File: src/rtl/fetch_unit.sv
// Instruction fetch front end: issues word fetches, buffers responses, feeds the IF/ID register.
// Latency: a response reaches id_state on the edge after imem_rvalid when the buffer is empty.
// Backpressure: stall holds IF/ID, fetching pauses once buffer plus in-flight fills capacity.
// Optional feature macro: IF_PREFETCH_EN (2-entry buffer, 2 requests in flight; else 1 and 1).

package PipelineReg;
    typedef struct packed {
        logic [31:0] pc;
        logic [31:0] instruction;
    } ID_STATE;
endpackage

module fetch_unit #(
    parameter logic [31:0] RESET_PC = 32'h0000_0000,
    parameter logic [31:0] NOP_INSN = 32'h0000_0013
) (
    input  logic                 clk,
    input  logic                 reset,
    output logic                 imem_req,
    output logic [31:0]          imem_addr,
    input  logic                 imem_ready,
    input  logic                 imem_rvalid,
    input  logic [31:0]          imem_rdata,
    input  logic                 stall,
    input  logic                 jmp,
    input  logic [31:0]          jmp_pc,
    output PipelineReg::ID_STATE id_state,
    output logic                 id_valid
);

`ifdef IF_PREFETCH_EN
    localparam int BUF_DEPTH    = 2;
    localparam int MAX_INFLIGHT = 2;
`else
    localparam int BUF_DEPTH    = 1;
    localparam int MAX_INFLIGHT = 1;
`endif

    localparam int CNT_W  = 2;
    localparam int OCC_W  = 3;
    // Drop-pending responses are bounded only by how many redirects land
    // before the memory answers; 4 bits covers any realistic burst.
    localparam int DROP_W = 4;

    localparam logic [CNT_W-1:0] INFLIGHT_MAX = CNT_W'(MAX_INFLIGHT);
    localparam logic [OCC_W-1:0] BUF_CAP      = OCC_W'(BUF_DEPTH);
    localparam bit               TWO_ENTRY    = (BUF_DEPTH == 2);
    localparam logic [31:0]      RESET_PC_A   = RESET_PC & 32'hFFFF_FFFC;

    typedef enum logic [1:0] {
        FETCH = 2'd0,
        WAIT  = 2'd1,
        HOLD  = 2'd2
    } fetch_state_t;

    fetch_state_t         state, state_n;
    logic [31:0]          fetch_pc;
    logic [31:0]          rsp_pc;
    logic [31:0]          rsp_pc_next;
    logic [31:0]          jmp_tgt;
    logic [CNT_W-1:0]     inflight_cnt, inflight_n;
    logic [CNT_W-1:0]     buf_cnt, buf_n;
    logic [DROP_W-1:0]    drop_cnt, drop_n;
    logic [OCC_W-1:0]     occ_n;
    PipelineReg::ID_STATE buf_mem [0:1];
    logic                 wr_ptr, rd_ptr;

    logic accept;
    logic rsp_live;
    logic rsp_drop;
    logic take;
    logic buf_empty;
    logic bypass;
    logic push;
    logic pop;

    // Request is held off while reset is high so nothing is issued until it drops.
    assign imem_req    = (state == FETCH) && !reset;
    assign imem_addr   = fetch_pc;
    assign accept      = imem_req && imem_ready;
    assign jmp_tgt     = jmp_pc & 32'hFFFF_FFFC;
    assign rsp_pc_next = rsp_pc + 32'd4;

    // A response is dropped while any redirect-orphaned request is still owed.
    assign rsp_drop  = imem_rvalid && (drop_cnt != '0);
    assign rsp_live  = imem_rvalid && (drop_cnt == '0);
    assign take      = !stall && !jmp;
    assign buf_empty = (buf_cnt == '0);
    // Empty buffer lets a live response go straight to IF/ID, saving a cycle.
    assign bypass    = rsp_live && take && buf_empty;
    assign push      = rsp_live && !jmp && !bypass;
    assign pop       = take && !buf_empty;

    // Next counter values and FSM state; the state follows the resulting occupancy.
    always_comb begin
        inflight_n = inflight_cnt;
        drop_n     = drop_cnt;
        buf_n      = buf_cnt;
        state_n    = state;
        occ_n      = '0;
        if (jmp) begin
            // Everything still owed by memory, including a request accepted on
            // this edge, becomes drop-pending; a response arriving now is discarded.
            inflight_n = '0;
            buf_n      = '0;
            drop_n     = drop_cnt + DROP_W'(inflight_cnt) + DROP_W'(accept)
                         - DROP_W'(imem_rvalid);
            state_n    = FETCH;
        end else begin
            inflight_n = inflight_cnt + CNT_W'(accept) - CNT_W'(rsp_live);
            drop_n     = drop_cnt - DROP_W'(rsp_drop);
            buf_n      = buf_cnt + CNT_W'(push) - CNT_W'(pop);
            occ_n      = {1'b0, inflight_n} + {1'b0, buf_n};
            if (inflight_n >= INFLIGHT_MAX) begin
                state_n = WAIT;
            end else if (occ_n >= BUF_CAP) begin
                state_n = HOLD;
            end else begin
                state_n = FETCH;
            end
        end
    end

    // FSM state and occupancy counters.
    always_ff @(posedge clk) begin
        if (reset) begin
            state        <= FETCH;
            inflight_cnt <= '0;
            drop_cnt     <= '0;
            buf_cnt      <= '0;
        end else begin
            state        <= state_n;
            inflight_cnt <= inflight_n;
            drop_cnt     <= drop_n;
            buf_cnt      <= buf_n;
        end
    end

    // Fetch address: redirect wins, otherwise advance by a word per accept.
    always_ff @(posedge clk) begin
        if (reset) begin
            fetch_pc <= RESET_PC_A;
        end else if (jmp) begin
            fetch_pc <= jmp_tgt;
        end else if (accept) begin
            fetch_pc <= fetch_pc + 32'd4;
        end
    end

    // Address of the next live response; responses are in order and contiguous.
    always_ff @(posedge clk) begin
        if (reset) begin
            rsp_pc <= RESET_PC_A;
        end else if (jmp) begin
            rsp_pc <= jmp_tgt;
        end else if (bypass || push) begin
            rsp_pc <= rsp_pc_next;
        end
    end

    // Prefetch buffer pointers; a redirect empties the buffer.
    always_ff @(posedge clk) begin
        if (reset || jmp) begin
            wr_ptr <= 1'b0;
            rd_ptr <= 1'b0;
        end else begin
            if (push) begin
                wr_ptr <= TWO_ENTRY ? ~wr_ptr : 1'b0;
            end
            if (pop) begin
                rd_ptr <= TWO_ENTRY ? ~rd_ptr : 1'b0;
            end
        end
    end

    // Prefetch buffer storage holds {pc + 4, instruction} ready for IF/ID.
    always_ff @(posedge clk) begin
        if (push) begin
            buf_mem[wr_ptr] <= {rsp_pc_next, imem_rdata};
        end
    end

    // IF/ID register: redirect bubbles, stall holds, else head, bypass or bubble.
    always_ff @(posedge clk) begin
        if (reset) begin
            id_state <= {RESET_PC_A, NOP_INSN};
            id_valid <= 1'b0;
        end else if (jmp) begin
            id_state.instruction <= NOP_INSN;
            id_valid             <= 1'b0;
        end else if (!stall) begin
            if (pop) begin
                id_state <= buf_mem[rd_ptr];
                id_valid <= 1'b1;
            end else if (bypass) begin
                id_state <= {rsp_pc_next, imem_rdata};
                id_valid <= 1'b1;
            end else begin
                id_state.instruction <= NOP_INSN;
                id_valid             <= 1'b0;
            end
        end
    end

endmodule
File: config.mk
export PLATFORM = sky130hd
export DESIGN_NAME = fetch_unit
export DESIGN_NICKNAME = d
export VERILOG_FILES = /design/src/rtl/fetch_unit.sv
export SDC_FILE = /design/constraint.sdc
export NUM_CORES = 1
export LEC_CHECK = 0
export ABC_CLOCK_PERIOD_IN_PS = 13300
export CORE_UTILIZATION = 30
export DETAILED_ROUTE_END_ITERATION = 10
export PLACE_DENSITY = 0.51
export SYNTH_ARGS = -nofsm -noshare
export SYNTH_HDL_FRONTEND = slang
export SYNTH_SLANG_ARGS = --single-unit
File: constraint.sdc
create_clock -name clk -period 13.3 [get_ports clk]
set_input_delay 3.325 -clock clk [delete_from_list [all_inputs] [get_ports clk]]
set_output_delay 3.325 -clock clk [all_outputs]
set_load 0.02 [all_outputs]
==> results of run 1 <==
-- power by group through the flow --
stage               clock network [uW]  logic [uW]  registers [uW]
finish                             491         267             702
detailed placement                   0         268             716
global route                       531         295             709
global placement                     0         267             715
floorplan                            0         159             724
CTS                                507         271             702
-- critical path: cells and delay by family --
family	cells	cell delay (ns)
buf+inv	2	0.79
simple gates	1	0.21
-- metrics by stage --
stage	instance area [um^2]	hold slack (ns)	setup WS [ns]
final	11400	0.478	5.65
after CTS	11400	0.477	5.59
after global placement	10800	0.459	5.58
after detailed placement	10800	0.466	5.59
after global routing	11400	0.513	5.59
after floorplan	8930	0.461	2.81
-- cell families (layout without fill, tap and decap cells) --
group | count (synthesis) | count (layout) | share of synthesized area
buffers and inverters | 117 | 254 | 0.0539
other | 1 | 4 | 0.000420
DFF | 195 | 195 | 0.507
and+or+nand+nor | 298 | 298 | 0.176
xor gates and xnor gates | 86 | 86 | 0.0861
adders and majority gates | 17 | 17 | 0.0264
AOI/OAI and AO/OA | 188 | 188 | 0.150
-- cell type report --
class                   count  area [um^2]  area share
clock buffers              17          425      0.0374
clock inverters            15          128      0.0112
inverters                  49          184      0.0162
multi-input cells         593         3940       0.346
flip-flops and latches    195         4520       0.398
well taps                 384          480      0.0422
repair buffers            173         1690       0.149
-- worst max-delay path by stage --
stage,startpoint,to,slack [ns]
finish,reset,imem_req,5.65
global route,reset,imem_req,5.59
CTS,reset,imem_req,5.59
detailed placement,reset,imem_req,5.59
global placement,reset,imem_req,5.58
floorplan,imem_rvalid,state[1],2.81
-- flip-flops by register name, indices dropped and copies added, names as in the netlist --
name	flops
buf_cnt	2
buf_mem	62
drop_cnt	4
id_state	62
id_valid	1
imem_addr	30
inflight_cnt	2
rsp_pc	30
state	2
-- layout by cell type (no fill, tap or decap), types with 4 or more instances in the layout --
| cell | instances |
|---|---|
| nand2_1 | 65 |
| a21oi_1 | 46 |
| clkinv_1 | 4 |
| and4_1 | 8 |
| or2_2 | 4 |
| a222oi_1 | 29 |
| a31oi_1 | 20 |
| a21boi_1 | 4 |
| nand4_1 | 18 |
| xnor2_1 | 58 |
| nor3_1 | 18 |
| a21o_1 | 8 |
| a211oi_1 | 10 |
| conb_1 | 4 |
| o31a_1 | 6 |
| clkinv_4 | 4 |
| edfxtp_1 | 62 |
| clkdlybuf4s50_1 | 159 |
| nor2_1 | 61 |
| and2_1 | 9 |
| and3_1 | 19 |
| o21a_1 | 5 |
| inv_1 | 46 |
| clkbuf_16 | 17 |
| o2bb2ai_1 | 6 |
| buf_4 | 12 |
| or3_1 | 4 |
| o22ai_1 | 9 |
| ha_1 | 14 |
| nand3_1 | 49 |
| nor4_1 | 20 |
| xor2_1 | 26 |
| o21ai_0 | 9 |
| dfxtp_1 | 133 |
| a21boi_0 | 28 |
-- Yosys cell counts (10+ instances only) --
master    number  area share
a222oi_1      29       0.033
inv_1         46       0.019
nand2_1       65       0.027
a21oi_1       46       0.026
clkbuf_1      44       0.019
ha_1          14       0.020
a211oi_1      10      0.0084
and3_1        19       0.013
a31oi_1       20       0.014
xnor2_1       58       0.057
nand4_1       18       0.013
buf_2         12      0.0067
nor4_1        20       0.014
a21boi_0      28       0.024
nor3_1        20       0.011
nor2_1        61       0.026
edfxtp_1      62        0.21
nand3_1       49       0.027
dfxtp_1      133        0.30
xor2_1        26       0.026
-- per-layer routing --
metal  global-route usage  vias up
met4               0.0355        0
met5                    0        -
met1                0.237     3369
met3               0.0302        9
met2                0.250      210
li1                     -     3499
==> metrics.cfg, run 1 <==
[outcome]
outcome = completed

[timing]
grt_setup_unrepaired = no
clock.fmax_ghz = 0.131
worst_slew_pin_slew_ns = 0.903
setup_viol_count_final = 0
finalClockSkew_ns = 0.0146
final-hold-violation-count = 0
period_share = 0.575
fin_tns_setup_ns = 0
slew_headroom = 0.395
drv_slew = 0
period_minus_slack_ns = 7.65

[floorplanning]
io_pins = 168
fp.dieW_um = 174
start_util = 0.307
num_rows = 62
die_y_um = 174
dieArea_mm2 = 0.0304
core_mm2 = 0.0290

[clocking]
clock_latency_ns = 0.43
root_buffer = clkbuf_16
cts_hold_buf = 0
clockBufferDepth = 2
cts_tree = built
postCtsSetupRepairBufs = 0
cts.clk_slew.worst_paths_ns = 0.07
h-tree-depth = 4
cts_made_buffers = 17
ctsResizeCount = 0
clock-sinks = 195

[routing]
first_pass_iters = 6
avgRoutedWirePerCell_um = 17.2
remaining_drc_errors = 0
routed_via_density = 4.97
top_layer_used = met4
drtAntennaViolNets = 0
wl_met3_um = 1170
vias = 7087
met1_length_um = 12500
first_iter_violations = 528
finalWirelength_um = 24500
route.met2.wl_um = 10600

[power]
power_frac_clock = 0.336
p_sw_frac = 0.295
finalPower_uw = 1460
ir_worst_vdd_uv = 91.0
p_int_uw = 1030
cellPowerDensity_mw_per_mm2 = 128
seqPwrFrac = 0.481
p_comb_frac = 0.183
leakage_uw = 0.00393
p_switching_uw = 431

[worst_setup_path]
rrSetupSlack_ns = 8.91
worstSetupPathType = in2out
slowest_stage = clkdlybuf4s50_1
ff2ff_path_depth = 19
crit_chain = buf_2 -> nor3_1 -> clkdlybuf4s50_1
slowest_delay_ns = 0.65
crit_required_ns = 9.97
worst_setup_path_end_kind = output port
crit_arrival_ns = 4.33
worst_setup_path_start_kind = input port
critical_path_peak_fanout = 3
r2r-end = state[1]
r2r-start = drop_cnt[2]

[place]
portBuffers = 161
place_congestion = 0.785
hpwl_um = 16200
dp.cells = 1394

[global_route]
track_usage = 0.163
antenna_found_initial = 0
grt.overflow.total = 0
grt_max_degree = 77
grt_pass1_vias = 7033
grt_pass1_wl_um = 39200

[hold_path]
worstHoldEndpoint = id_state[36]
min_path_type = reg2reg
worstHoldPathCells = 2
hold_start = id_state[36]

[yosys]
ys.flop_type = dfxtp_1
synthCells = 902
synth_area_mm2 = 0.00892
synth-seq-cells = 195
seq_area_frac_synth = 0.507
yosys_warnings = 0
synth_cell_types = 58
async_flop_share = 0
syn_avg_cell_area_um2 = 9.89
synth_edf_count = 62

[cells_and_area]
fillers = 2902
drive_above_1_share = 0.0614
finalNetCount = 1116
finalNonFillerCells = 1426
fin_util = 0.392
diodes = 0
syn_to_final_growth_pct = 27.5

[flow_run]
maxCapViolCount = 0

No activity file was read; power rests on OpenSTA's default activity.
==> run 2, diff against run 1 <==
--- a/config.mk
+++ b/config.mk
@@ -5,10 +5,10 @@
 export SDC_FILE = /design/constraint.sdc
 export NUM_CORES = 1
 export LEC_CHECK = 0
-export ABC_CLOCK_PERIOD_IN_PS = 13300
+export ABC_CLOCK_PERIOD_IN_PS = 6200
 export CORE_UTILIZATION = 30
 export DETAILED_ROUTE_END_ITERATION = 10
-export PLACE_DENSITY = 0.51
+export PLACE_DENSITY = 0.53
 export SYNTH_ARGS = -nofsm -noshare
 export SYNTH_HDL_FRONTEND = slang
 export SYNTH_SLANG_ARGS = --single-unit
==> constraint.sdc (replaced) <==
create_clock -name clk -period 6.2 [get_ports clk]
set_input_delay 1.55 -clock clk [delete_from_list [all_inputs] [get_ports clk]]
set_output_delay 1.55 -clock clk [all_outputs]
set_load 0.02 [all_outputs]
==> metrics.cfg, run 2 (synthesis gave the netlist of run 1 again) <==
[outcome]
outcome = completed

[global_route]
grt_pass1_vias = 7041
grt_max_degree = 63
met3_usage = 0.0308
track_usage = 0.163
use_met2 = 0.248
use_met1 = 0.235
grt_pass1_wl_um = 39200
grt_busiest_layer = met2
antenna_found_initial = 0
grt.overflow.total = 0

[power]
leakage_uw = 0.00397
p_comb_frac = 0.176
cellPowerDensity_mw_per_mm2 = 285
p_int_uw = 2330
seqPwrFrac = 0.462
p_sw_frac = 0.285
ir_worst_vdd_uv = 197
finalPower_uw = 3260
power_frac_clock = 0.362
p_switching_uw = 929

[clocking]
clock_latency_ns = 0.44
root_buffer = clkbuf_16
cts_hold_buf = 0
postCtsSetupRepairBufs = 0
cts.clk_slew.worst_paths_ns = 0.08
clock-sinks = 195
h-tree-depth = 4
cts_tree = built
ctsResizeCount = 0
clockBufferDepth = 2
cts_made_buffers = 17

[routing]
avgRoutedWirePerCell_um = 17.1
vias = 7086
remaining_drc_errors = 0
drtAntennaViolNets = 0
finalWirelength_um = 24400
first_pass_iters = 6
routed_via_density = 4.97
first_iter_violations = 635

[timing]
period_minus_slack_ns = 4.35
slew_headroom = 0.395
fin_tns_setup_ns = 0
drv_slew = 0
period_share = 0.701
clock.fmax_ghz = 0.230
setup_viol_count_final = 0
finalClockSkew_ns = 0.0193
grt_setup_unrepaired = no
final-hold-violation-count = 0
worst_slew_pin_slew_ns = 0.904

[place]
dp.cells = 1395
hpwl_um = 16500
place_congestion = 0.819
portBuffers = 161

[flow_run]
maxCapViolCount = 0

[worst_setup_path]
crit_required_ns = 6.50
ff2ff_path_depth = 17
worst_setup_path_end_kind = register
worstSetupPathType = in2reg
worst_setup_path_start_kind = input port
crit_arrival_ns = 4.65
critical_path_peak_fanout = 16

[cells_and_area]
finalNonFillerCells = 1427
finalNetCount = 1117
fin_util = 0.395
drive_above_1_share = 0.0623
final_common_cell = clkdlybuf4s50_1
top_regs = buf_mem: 62 flops, id_state: 62 flops
mostFrequentLayoutCells = clkdlybuf4s50_1, dfxtp_1, nand2_1, edfxtp_1, nor2_1
syn_to_final_growth_pct = 28.4
diodes = 0

[hold_path]
worstHoldPathCells = 2
min_path_type = reg2reg

[floorplanning]
dieArea_mm2 = 0.0304
io_pins = 168
start_util = 0.307
core_mm2 = 0.0290
num_rows = 62
die_y_um = 174
fp.dieW_um = 174

run 2: cell count changes in the layout (fill, tap and decap cells not counted):
cell        change
bufinv_16       +3
buf_4           +1
clkinv_2        -1
clkinv_4        -1
clkinvlp_4      -1
nor3_2          -1
nor3_4          +1
run 2: power groups by stage:
stage / registers [uW] / logic, uW / clock network [uW]
global placement: 1530 / 572 / 0
floorplan: 1550 / 344 / 0
global route: 1520 / 639 / 1260
finish: 1510 / 574 / 1180
CTS: 1510 / 584 / 1220
detailed placement: 1540 / 578 / 0
run 2: worst paths after layout:
path / from / to / slack, ns
setup reg to reg: drop_cnt[2] / state[1] / 2.86
hold reg to reg: id_state[36] / id_state[36] / 0.47
hold / removal: id_state[36] / id_state[36] / 0.47
setup / recovery: imem_rvalid / state[1] / 1.85
run 2: layout make-up:
cell class / instances / area, um^2
Fill cell: 2947 / 17600
Sequential cell: 195 / 4520
Multi-Input combinational cell: 593 / 3950
Timing Repair Buffer: 174 / 1700
Tap cell: 384 / 480
Clock buffer: 17 / 425
Clock inverter: 15 / 196
Inverter: 49 / 184
run 2: worst max-delay path, cell delays in order:
cell	delay, ns
clkdlybuf4s50_1	0.51
nand4bb_1	0.12
buf_4	0.22
inv_2	0.28
nand2_1	0.13
nor3_2	0.23
nor3_4	0.06
inv_1	0.08
ha_1	0.22
inv_1	0.05
ha_1	0.14
xnor2_1	0.07
xnor2_1	0.26
fa_1	0.47
nor3_1	0.18
nor4_1	0.06
run 2: stage by stage:
stage	instance area [um^2]	hold WS, ns	setup WS [ns]
after floorplan	8940	0.461	0.435
after global placement	10800	0.459	1.42
after detailed placement	10800	0.461	1.36
after CTS	11500	0.471	1.83
after global routing	11500	0.505	1.61
final	11500	0.469	1.85
run 2: layer usage:
metal | wire length, um | vias up
li1 | - | 3504
met1 | 12400 | 3341
met2 | 10400 | 225
met3 | 1360 | 16
met4 | 204 | 0
met5 | 0 | -
